$ cat config.mk
export PLATFORM = sky130hd
export DESIGN_NAME = input_debounce_bank
export DESIGN_NICKNAME = d
export VERILOG_FILES = /design/src/rtl/input_debounce_bank.sv
export SDC_FILE = /design/constraint.sdc
export NUM_CORES = 1
export LEC_CHECK = 0
export CORE_ASPECT_RATIO = 0.6
export CORE_MARGIN = 2
export CORE_UTILIZATION = 35
export CTS_BUF_LIST = sky130_fd_sc_hd__clkbuf_16
export DETAILED_ROUTE_END_ITERATION = 10
export PLACE_DENSITY = 0.56
export REMOVE_ABC_BUFFERS = 1
export SYNTH_ARGS = -nofsm -noshare
export SYNTH_HDL_FRONTEND = slang
export SYNTH_SLANG_ARGS = --single-unit
$ cat constraint.sdc
create_clock -name clk -period 2.1 [get_ports clk]
set_input_delay 0.21 -clock clk [delete_from_list [all_inputs] [get_ports clk]]
set_output_delay 0.21 -clock clk [all_outputs]
set_load 0.01 [all_outputs]
$ cat src/rtl/input_debounce_bank.sv
// ============================================================================
// Module   : input_debounce_bank
// Purpose  : N-channel pin debouncer with press/release pulses, long-press
//            detection and optional auto-repeat (macro DEBOUNCE_AUTOREPEAT_EN).
// Revision : 1.0 - initial release
// ============================================================================
`default_nettype none

module input_debounce_bank #(
  parameter int           N           = 5,
  parameter int           SYNC_STAGES = 2,
  parameter int           CNT_W       = 18,
  parameter int           HOLD_CYCLES = 50_000_000,
  parameter int           RPT_CYCLES  = 10_000_000,
  parameter logic [N-1:0] INVERT      = '0
) (
  input  logic         clk,
  input  logic         rst,
  input  logic [N-1:0] in,
  output logic [N-1:0] out,
  output logic [N-1:0] ondn,
  output logic [N-1:0] onup,
  output logic [N-1:0] held,
  output logic [N-1:0] rpt
);

  localparam int              HC_W      = $clog2(HOLD_CYCLES);
  localparam logic [HC_W-1:0] HOLD_LAST = HC_W'(HOLD_CYCLES - 1);

  typedef enum logic [1:0] {
    REL = 2'd0,
    PRS = 2'd1,
    HLD = 2'd2
  } state_t;

  if (SYNC_STAGES < 2 || HOLD_CYCLES < 2 || RPT_CYCLES < 2) begin : g_bad_params
    $error("input_debounce_bank: SYNC_STAGES, HOLD_CYCLES and RPT_CYCLES must be >= 2");
  end

  for (genvar i = 0; i < N; i++) begin : g_ch
    logic [SYNC_STAGES-1:0] r_sync;
    logic [CNT_W-1:0]       r_cnt;
    logic                   r_out;
    logic                   r_ondn;
    logic                   r_onup;
    logic                   r_held;
    state_t                 r_state;
    logic [HC_W-1:0]        r_hcnt;
    logic                   w_mismatch;
    logic                   w_toggle;
    logic                   w_rise;
    logic                   w_fall;
`ifdef DEBOUNCE_AUTOREPEAT_EN
    localparam int              RC_W     = $clog2(RPT_CYCLES);
    localparam logic [RC_W-1:0] RPT_LAST = RC_W'(RPT_CYCLES - 1);
    logic [RC_W-1:0] r_rcnt;
    logic            r_rpt;
`endif

    assign w_mismatch = (r_sync[SYNC_STAGES-1] != r_out);
    assign w_toggle   = w_mismatch && (&r_cnt);
    assign w_rise     = w_toggle && !r_out;
    assign w_fall     = w_toggle &&  r_out;

    always_ff @(posedge clk) begin
      if (rst) begin
        r_sync  <= '0;
        r_cnt   <= '0;
        r_out   <= 1'b0;
        r_ondn  <= 1'b0;
        r_onup  <= 1'b0;
        r_held  <= 1'b0;
        r_state <= REL;
        r_hcnt  <= '0;
`ifdef DEBOUNCE_AUTOREPEAT_EN
        r_rcnt  <= '0;
        r_rpt   <= 1'b0;
`endif
      end else begin
        r_sync <= {r_sync[SYNC_STAGES-2:0], in[i] ^ INVERT[i]};

        // Counter wraps to zero naturally on the toggling cycle.
        if (w_mismatch) r_cnt <= r_cnt + 1'b1;
        else            r_cnt <= '0;

        if (w_toggle) r_out <= ~r_out;

        r_ondn <= w_rise;
        r_onup <= w_fall;
        r_held <= 1'b0;
`ifdef DEBOUNCE_AUTOREPEAT_EN
        r_rpt  <= 1'b0;
`endif

        // Release takes priority and suppresses a coinciding held/rpt.
        if (w_fall) begin
          r_state <= REL;
          r_hcnt  <= '0;
`ifdef DEBOUNCE_AUTOREPEAT_EN
          r_rcnt  <= '0;
`endif
        end else begin
          case (r_state)
            REL: begin
              if (w_rise) begin
                r_state <= PRS;
                r_hcnt  <= '0;
              end
            end
            PRS: begin
              if (r_hcnt == HOLD_LAST) begin
                r_state <= HLD;
                r_held  <= 1'b1;
`ifdef DEBOUNCE_AUTOREPEAT_EN
                r_rcnt  <= '0;
`endif
              end else begin
                r_hcnt <= r_hcnt + 1'b1;
              end
            end
            HLD: begin
`ifdef DEBOUNCE_AUTOREPEAT_EN
              if (r_rcnt == RPT_LAST) begin
                r_rpt  <= 1'b1;
                r_rcnt <= '0;
              end else begin
                r_rcnt <= r_rcnt + 1'b1;
              end
`endif
            end
            default: r_state <= REL;
          endcase
        end
      end
    end

    assign out[i]  = r_out;
    assign ondn[i] = r_ondn;
    assign onup[i] = r_onup;
    assign held[i] = r_held;
`ifdef DEBOUNCE_AUTOREPEAT_EN
    assign rpt[i]  = r_rpt;
`else
    assign rpt[i]  = 1'b0;
`endif
  end

endmodule

`default_nettype wire

* After elaboration in Yosys (flattened, before gate mapping) *
Index checks and enable logic that the tools add are counted.

storage, ports and cells
  register bits = 260
  word-level logic and storage cells = 200

cells by class
  $add $sub $neg = 10
  equality and inequality tests = 35
  mux-type cells = 35
  bitwise logic cells = 20
  reduce and logical (&&, ||, !) cells = 60

operators by type and width
  cell                   number
  $mux 26                10
  $pmux 26 s2            5
  $add 26x1->26 const B  5
  $eq 26x26->1 const B   5
  $add 18x1->18 const B  5
  $reduce_and 18->1      5
  $ne 2x2->1 const B     15
  $pmux 2 s3             5
  $reduce_and 3->1       10
  $mux 2                 10
  $not 1->1              20
  $reduce_or 2->1        10
  $logic_and 1x1->1      15
  $reduce_or 3->1        5
  $eq 2x1->1 const B     5
  $eq 2x2->1 const B     5
  $logic_not 2->1        5
  $reduce_bool 2->1      5
  $logic_not 1->1        5
  $mux 1                 5
  $ne 1x1->1             5

* Logic depth before layout (Yosys ltp) *
Gate-level depths: netlist of run 1.

  depth in word-level cells = 5
  depth in mapped cells = 9
  depth with buffers taken out = 7

* Least setup slack after synthesis of run 1 *
No wires, ideal clock.

  path kind = register -> register
  start point = reg g_ch[1].r_cnt[0]
  end point = reg g_ch[1].r_hcnt[8]
  setup time = 125 ps
  data arrival time = 2030 ps
  slack = -54 ps
  stages on the path, launching flop included = 9
  buffers on the path = 1
  cell sequence = dfxtp_1 ha_1 nand4_1 nor3_1 a31oi_1 or3b_2 buf_4 a21oi_1 a21oi_1

between the ends
  longest elaborated chain between the ends = 5
  elaborated cells on any way between the ends = 7
  those cells by class = eq/ne: 1; reduce/logical: 6

ends and longest elaborated chain
  item                        RTL line  RTL
  start: declaration          42        logic [CNT_W-1:0] r_cnt;
  start signal: assignment    83        if (w_mismatch) r_cnt <= r_cnt + 1'b1;
  $reduce_and 18->1 (*)       61        assign w_toggle = w_mismatch && (&r_cnt);
  $logic_and 1x1->1 (*)       61
  $logic_and 1x1->1           62        assign w_rise = w_toggle && !r_out;
  $ne 2x2->1 (no line)        n/a
  $reduce_and 3->1 (no line)  n/a
  end signal: assignment      118       r_hcnt <= r_hcnt + 1'b1;
  end: declaration            48        logic [HC_W-1:0] r_hcnt;

Mark *: on every way between the ends. The rest lies on a longest branch, timed or not.
A chain may end at the register's enable or synchronous reset.

* Worst setup path in the final report of run 1 *
  start point = reg g_ch[0].r_hcnt[18]
  end point = reg g_ch[0].r_hcnt[3]

between the ends
  longest elaborated chain between the ends = 3

ends and longest elaborated chain
  item                        RTL line  RTL
  start: declaration          48
  start signal: assignment    118
  $eq 26x26->1                111       if (r_hcnt == HOLD_LAST) begin
  $ne 2x2->1 (no line)        n/a
  $reduce_and 3->1 (no line)  n/a

Every way passes these cells.

==> results of run 1 <==
## sequential cells by signal (all words and copies together) (netlist names)
| signal | count |
|---|---|
| g_ch.r_hcnt | 130 |
| g_ch.r_held | 5 |
| g_ch.r_onup | 5 |
| g_ch.r_out | 5 |
| g_ch.r_cnt | 90 |
| g_ch.r_state | 10 |
| g_ch.r_sync | 10 |
| g_ch.r_ondn | 5 |
## cell families after synthesis
kind of cell	after synthesis	synth area share (%)
other cells	1	0.03016
buf+inv	118	4.809
compound gates	338	17.33
mux	10	0.8552
xor+xnor	70	4.930
fa+ha+maj	10	1.006
simple gates	715	29.19
flops	260	41.86
## through the flow
stage                     setup WS, ps  total power (W)  hold slack (ps)
after floorplan                 -545.1         0.005123            279.1
after global placement          -254.4         0.005214            420.2
after detailed placement        -271.0         0.005214            424.2
after CTS                       -41.55         0.009946            67.91
after global routing            -146.4          0.01017            92.04
final                           -94.13         0.009799            90.25
## layout make-up
cell class              count  area [sq um]  area share (%)
clock buffers              27         675.6           4.255
clock inverters            22         171.4           1.079
inverters                  26         97.59          0.6146
multi-input cells        1149          7036           44.30
flip-flops and latches    260          5219           32.86
well taps                 467         584.3           3.679
repair buffers            250          2097           13.21
## timing repair
action,in CTS,in global routing
setup endpoints to repair,68,122
pin swaps,14,49
buffers inserted,3,14
cloned,1,4
resized for setup,26,89
hold endpoints to repair,0,0
## critical path: stages, from the launching register on
cell and delay [ps]:
dfxtp_2 320, or4b_4 530, or4_4 550, o21bai_4 190, a21oi_4 120, buf_4 180
a311oi_2 220
## cell usage after synthesis (11+ instances only)
master    number
xnor2_1       21
dfxtp_1      260
nand4_1       48
a21o_1        13
nor3_1        55
o21ai_0       79
nand2_1      147
and4_1        13
clkbuf_1      40
nand3_1       84
a21oi_1      101
buf_2         15
inv_1         26
a311oi_1      32
or3_1         25
xor2_1        49
nand2b_1      24
nor2b_1       21
a31oi_1       55
buf_4         28
and3_1        29
nor2_1       190
nor4_1        11
## final timing paths
check	to	slack, ps	cells after the start
min reg2reg	g_ch[2].r_sync[1]	440	1
max reg2reg	g_ch[0].r_hcnt[3]	-90	6
min	g_ch[2].r_out	90	2
max	g_ch[0].r_hcnt[3]	-90	6
## report_power, final
part / switching (W) / internal [W]
registers: 0.00000597 / 0.00494
clock network: 0.00200 / 0.00269
logic: 0.000103 / 0.0000623
total: 0.00211 / 0.00769
## placed cells by master (no fill, tap or decap), types with 8 or more instances in the layout
master and instances:
clkdlybuf4s50_1 25, ha_1 8, dfxtp_1 249, nor3_1 50
o21ai_0 69, nor2_1 185, inv_1 32, buf_4 205
dfxtp_2 11, nor2b_1 21, o211ai_1 8, and2_1 8
nand2_1 144, and3_1 28, xnor2_1 21, and4_1 13
nand3_1 84, a41oi_1 9, a21o_1 12, or3_1 23
clkbuf_16 29, a31oi_1 53, a21oi_1 95, nand4b_1 10
buf_6 10, nand2b_1 24, xor2_1 49, o21ai_2 10
nor4_1 8, a311oi_2 14, a311oi_1 23, nand4_1 48
## metal layers
layer / up-vias / track usage [%] / wire length (microns)
met5: - / 0 / 0
li1: 5876 / - / -
met2: 294 / 23.72 / 12920
met3: 35 / 3.156 / 1915
met1: 5464 / 26.79 / 17440
met4: 0 / 3.743 / 489
==> out/metrics.cfg, run 1 <==
[clock_network]
cts_buffers = 27
htreeDepth = 1
cts_hold_buf = 0
clkTransAtPathRegs_ps = 70
clock_latency_ps = 540
cts_root_buf = clkbuf_16
cts.path.max_buffers = 3
cts.sinks = 260
tritoncts = built

[drt]
drc = 0
ant_nets = 0
via_per_inst = 5.302
first_pass_iters = 6
num_vias = 11670
drtIter0Drc = 957
wl_per_cell_microns = 14.88
wl_microns = 32760

[die]
die-area_sq_um = 37100
die_w_microns = 247.3
io_pins = 32
die_h_microns = 150.0
start_util_pct = 35.52
core_area_sq_um = 35010
rows = 53

[timing]
max_freq_ghz = 0.4558
setup_ws_ps = -94.13
fin_skew_ps = 13.76
fin_crit_sh_pct = 104.5
finalSetupViolations = 28
relSlewSlack_pct = 55.25
rsz0062_at_grt = yes
worstMarginPinSlew_ps = 671.2
final.setup.tns_ps = -1028
slew_violations = 0
hold_viol = 0
period_needed_ps = 2194

[placement]
dpl.hpwl_microns = 22310
place_area_sq_um = 14410
dp.cells = 2130
gp_congestion = 0.8718
numPortBuffers = 26

[pwr]
leakage_nw = 5.466
p_per_area_nw_per_um2 = 617.0
vdd_drop_max_mv = 0.5360

[hold_path]
hp-start = rst
hold_class = in -> reg

[critical_path]
cp.arrival_ps = 2650
crit_fanout = 16
crit_type = reg -> reg
reg2reg_from = g_ch[0].r_hcnt[18]
required_ps = 2560
startpoint = g_ch[0].r_hcnt[18]
worstSetupStartpointType = flop
cp-end-kind = flop

[grt]
grtUsageTotal_pct = 17.10
antenna_found_initial = 0
grt_max_degree = 30
overflow = 0
grt_pass1_vias = 10570
grt_pass1_wl_microns = 53210

[synth]
netlist_area_sq_um = 12440
synth_top_area_share_pct = 41.86
synth_cells = 1522
synth_edf_count = 0
yosys.area.top_type = dfxtp_1
postSynthAreaPerCell_sq_um = 8.171
synth-async-reset-ratio_pct = 0
synth-seq-area-share_pct = 41.86
synth_cell_types = 72
yosys_warnings = 0
synth_ff_type = dfxtp_1
synth_top_cells_by_area = dfxtp_1, nor2_1, nand2_1
ys_ff_latch = 260

[cells_and_area]
drive_gt1_share_pct = 21.74
fin_nets = 1731
finalInstanceArea_sq_um = 15880
fillers = 3378
area_growth_pct = 27.70
layout.cells.non_filler = 2201
diodes = 0
utilization_pct = 45.35

[run_status]
violations = setup timing
outcome = finished with violations

[flow_run]
cap_violations = 0

(Power assumes the default switching activity.)
==> run 2: changes to the inputs <==
--- a/config.mk
+++ b/config.mk
@@ -6,7 +6,7 @@
 export NUM_CORES = 1
 export LEC_CHECK = 0
 export CORE_ASPECT_RATIO = 0.6
-export CORE_MARGIN = 2
+export CORE_MARGIN = 4
 export CORE_UTILIZATION = 35
 export CTS_BUF_LIST = sky130_fd_sc_hd__clkbuf_16
 export DETAILED_ROUTE_END_ITERATION = 10
==> out/metrics.cfg, run 2 (synthesis results as in run 1) <==
[critical_path]
worstSetupStartpointType = flop
rr_worst_depth = 6
crit_fanout = 7
required_ps = 2560
reg2reg_to = g_ch[0].r_hcnt[13]
reg2reg_from = g_ch[0].r_hcnt[8]
crit_type = reg -> reg
r2r_setup_slack_ps = -110
cp.arrival_ps = 2660
cp-end-kind = flop

[timing]
final.setup.tns_ps = -1240
relSlewSlack_pct = 57.32
rsz0062_at_grt = yes
fin_skew_ps = 7.026
hold_ws_ps = 149.7
setup_ws_ps = -105.7
fin_crit_sh_pct = 105.0
period_needed_ps = 2206
finalSetupViolations = 23
hold_viol = 0
worstMarginPinSlew_ps = 640.1
max_freq_ghz = 0.4534
slew_violations = 0

[drt]
wl_per_cell_microns = 14.55
drtIter0Drc = 964
wl_microns = 32120
ant_nets = 0
first_pass_iters = 5
num_vias = 11650
drc = 0
via_per_inst = 5.278

[clock_network]
cts.sinks = 260
cts_buffers = 27
clkTransAtPathRegs_ps = 60
cts_hold_buf = 0
htreeDepth = 1
cts_root_buf = clkbuf_16
clock_latency_ps = 540
cts.path.max_buffers = 3
tritoncts = built

[die]
die-area_sq_um = 38710
io_pins = 32
die_h_microns = 154.0
die_w_microns = 251.3
start_util_pct = 35.52
rows = 53
core_area_sq_um = 35010

[cells_and_area]
diodes = 0
regMostFlops = g_ch.r_hcnt
biggestRegsByFlops = g_ch.r_hcnt x130, g_ch.r_cnt x90
fillers = 3427
fin_nets = 1738
largest_reg_flops = 130
final_common_cell = dfxtp_1
utilization_pct = 45.41
area_growth_pct = 27.85
layout.cells.non_filler = 2208
mostFrequentLayoutCells = dfxtp_1, buf_4, nor2_1
drive_gt1_share_pct = 21.71

[grt]
antenna_found_initial = 0
grt_pass1_vias = 10450
grtUsageTotal_pct = 15.57
grt_pass1_wl_microns = 52260
overflow = 0
grt_max_degree = 30

[run_status]
outcome = finished with violations
violations = setup timing

[pwr]
p_per_area_nw_per_um2 = 616.2
vdd_drop_max_mv = 0.5874
leakage_nw = 5.516

[placement]
numPortBuffers = 26
post-place-ws_ps = -511.5
dpl.hpwl_microns = 21770
gp_congestion = 0.8561
dp.cells = 2133

[hold_path]
hold_end = g_ch[4].r_out
hold_class = in -> reg
min_path_cells = 3
hp-start = rst

[flow_run]
cap_violations = 0

==> run 2: cell count changes in the layout (fill, tap and decap cells not counted), sizes merged <==
cell      before  now
buf          223  226
clkbuf        29   31
a21oi        104  105
and2          11   12
clkinv        12   11
clkinvlp       1    2
==> run 2: power breakdown <==
part	internal, W	total (W)	switching, W	leakage [nW]
Clock	0.00269	0.00470	0.00200	0.431
Sequential	0.00494	0.00495	0.00000555	2.10
Combinational	0.0000550	0.000153	0.0000977	2.98
Total	0.00769	0.00980	0.00211	5.52
==> run 2: what timing repair did <==
action	CTS	global route
setup endpoints to repair	49	118
gates cloned	0	8
pin swaps	4	57
setup buffers	5	13
resized for setup	13	87
==> run 2: area by class of cell <==
cell class,instances,area (sq um),area share (%)
Timing Repair Buffer,255,2137,13.44
Clock buffer,27,675.6,4.250
Sequential cell,260,5223,32.85
Clock inverter,22,177.7,1.117
Tap cell,467,584.3,3.675
Inverter,26,97.59,0.6138
Multi-Input combinational cell,1151,7004,44.05
==> run 2: critical path: stages (launching register included) <==
cell and delay (ps):
dfxtp_2 320, or4b_4 530, or4_4 540, o21bai_4 230, buf_4 150, a21oi_2 80, a311oi_1 270
==> run 2: layer usage <==
layer  global-route usage [%]  vias up  wire, microns
met1                    25.03     5478          17450
met5                        0        -              0
met4                    2.534        0            407
met2                    21.92      254          12680
met3                    2.401       28           1587
li1                         -     5893              -
==> run 2: worst max path at each step <==
stage                               endpoint  depth (start not counted)               from
final                     g_ch[0].r_hcnt[13]                          6  g_ch[0].r_hcnt[8]
after global routing      g_ch[0].r_hcnt[15]                          6  g_ch[0].r_hcnt[8]
after CTS                 g_ch[0].r_hcnt[19]                          7  g_ch[0].r_hcnt[9]
after detailed placement  g_ch[1].r_hcnt[17]                          7   g_ch[1].r_cnt[1]
after global placement    g_ch[1].r_hcnt[17]                          7   g_ch[1].r_cnt[1]
after floorplan           g_ch[2].r_hcnt[24]                          7   g_ch[2].r_cnt[0]
==> run 2: metrics by stage <==
step | area (sq um) | power (W)
2_1_floorplan | 11950 | 0.005123
3_3_place_gp | 14410 | 0.005211
6_report | 15900 | 0.009797
4_1_cts | 15340 | 0.009958
3_5_place_dp | 14410 | 0.005211
5_1_grt | 15900 | 0.01017
==> run 3: changes to the inputs <==
--- a/config.mk
+++ b/config.mk
@@ -6,7 +6,6 @@
 export NUM_CORES = 1
 export LEC_CHECK = 0
 export CORE_ASPECT_RATIO = 0.6
-export CORE_MARGIN = 4
 export CORE_UTILIZATION = 35
 export CTS_BUF_LIST = sky130_fd_sc_hd__clkbuf_16
 export DETAILED_ROUTE_END_ITERATION = 10
==> out/metrics.cfg, run 3 (synthesis results as in run 1) <==
[pwr]
netSwitchingPower_w = 0.002079
p_int_w = 0.007431
p_seq_share_pct = 52.0
p_sw_share_pct = 21.86
p_clk_share_pct = 46.2
vdd_drop_max_mv = 0.5406
leakage_nw = 5.498
p_per_area_nw_per_um2 = 601.5
p_comb_share_pct = 1.8

[critical_path]
cp.arrival_ps = 2650
crit_slowest_cell = or4_4
cp_slowest_stage_delay_ps = 560
reg2reg_to = g_ch[0].r_hcnt[25]
path_delay_family = simple AND/OR/NAND/NOR gates
path_buf_inv = 1
crit_fanout = 6
rr_worst_depth = 7
required_ps = 2570
cp-end-kind = flop
crit_chain = or4b_1 > or4_4 > o21bai_4 > a21o_1 > buf_6 > nand2_1 > a31oi_1
crit_type = reg -> reg
reg2reg_from = g_ch[0].r_hcnt[8]
worstSetupStartpointType = flop
r2r_setup_slack_ps = -70

[drt]
drtIter0Drc = 893
ant_nets = 0
wl_per_cell_microns = 14.69
num_vias = 11690
via_per_inst = 5.306
first_pass_iters = 5
wl_microns = 32370
drc = 0

[cells_and_area]
drive_gt1_share_pct = 20.91
finalInstanceArea_sq_um = 15810
regMostFlops = g_ch.r_hcnt
mostFrequentLayoutCells = dfxtp_1, buf_4, nor2_1
utilization_pct = 45.15
largest_reg_flops = 130
fin_nets = 1736
area_growth_pct = 27.14
final_common_cell = dfxtp_1
biggestRegsByFlops = g_ch.r_hcnt x130, g_ch.r_cnt x90
diodes = 0

[hold_path]
hp-start = rst
min_path_cells = 2
hold_end = g_ch[4].r_ondn
hold_class = in -> reg

[clock_network]
cts.sinks = 260
cts_root_buf = clkbuf_16
clkTransAtPathRegs_ps = 60
htreeDepth = 1
cts_buffers = 26
cts_hold_buf = 0
tritoncts = built
clock_latency_ps = 550
cts.path.max_buffers = 3

[placement]
gp_congestion = 0.8923
place_area_sq_um = 14440
dpl.hpwl_microns = 22040
numPortBuffers = 26
post-place-ws_ps = -262.5

[die]
start_util_pct = 35.52
io_pins = 32
die_h_microns = 148.0
die_w_microns = 245.3
core_area_sq_um = 35010
die-area_sq_um = 36310
rows = 53

[timing]
fin_skew_ps = 8.750
worstMarginPinSlew_ps = 640.8
finalSetupViolations = 15
setup_ws_ps = -72.40
hold_viol = 0
slew_violations = 0
final.setup.tns_ps = -711.1
fin_crit_sh_pct = 103.4
rsz0062_at_grt = yes
max_freq_ghz = 0.4603
period_needed_ps = 2172
relSlewSlack_pct = 57.28

[grt]
grt_pass1_wl_microns = 52150
grt_pass1_vias = 10420
overflow = 0
antenna_found_initial = 0
grt_max_degree = 30
grtUsageTotal_pct = 17.08

[run_status]
violations = setup timing
outcome = finished with violations

[flow_run]
cap_violations = 0

-- run 3: worst max path at each step --
stage / startpoint / endpoint / slack, ps / depth (start not counted)
floorplan: g_ch[2].r_cnt[0] / g_ch[2].r_hcnt[24] / -550 / 7
finish: g_ch[0].r_hcnt[8] / g_ch[0].r_hcnt[25] / -70 / 7
global route: g_ch[0].r_hcnt[8] / g_ch[0].r_hcnt[11] / -150 / 6
global placement: g_ch[0].r_cnt[8] / g_ch[0].r_hcnt[7] / -260 / 6
CTS: g_ch[0].r_hcnt[8] / g_ch[0].r_hcnt[25] / -70 / 7
detailed placement: g_ch[0].r_cnt[8] / g_ch[0].r_hcnt[7] / -260 / 6
-- run 3: power groups by stage --
stage          sequential [W]  clock, W  combinational (W)
6_report              0.00495   0.00439           0.000170
5_1_grt               0.00495   0.00473           0.000182
4_1_cts               0.00495   0.00454           0.000155
3_5_place_dp          0.00506         0           0.000154
3_3_place_gp          0.00506         0           0.000153
2_1_floorplan         0.00506         0          0.0000649
-- run 3: layout make-up --
| cell class | instances | area, sq um |
|---|---|---|
| Inverter | 26 | 97.59 |
| Fill cell | 3431 | 19200 |
| Timing Repair Buffer | 257 | 2177 |
| Sequential cell | 260 | 5219 |
| Clock buffer | 27 | 675.6 |
| Tap cell | 467 | 584.3 |
| Multi-Input combinational cell | 1148 | 6953 |
| Clock inverter | 18 | 103.9 |
-- run 3: timing repair --
action	CTS	global route
endpoints found under the setup margin	60	122
gates resized for setup	18	67
buffers inserted	4	14
cloned	0	4
pin swaps	10	33
-- run 3: layer usage --
| metal | part of all wire (%) | track usage [%] | vias to the layer above |
|---|---|---|---|
| li1 | - | - | 5893 |
| met1 | 54 | 26.84 | 5513 |
| met2 | 39 | 23.93 | 247 |
| met3 | 4.9 | 2.796 | 36 |
| met4 | 1.6 | 3.447 | 0 |
| met5 | 0 | 0 | - |
-- run 3: metrics by stage --
stage          cells  hold slack [ps]  total power (W)
2_1_floorplan   1434            279.1         0.005123
3_3_place_gp    2136            418.0         0.005212
3_5_place_dp    2136            422.7         0.005213
4_1_cts         2185            69.00         0.009642
5_1_grt         2203            117.2         0.009861
6_report        2203            95.82         0.009510
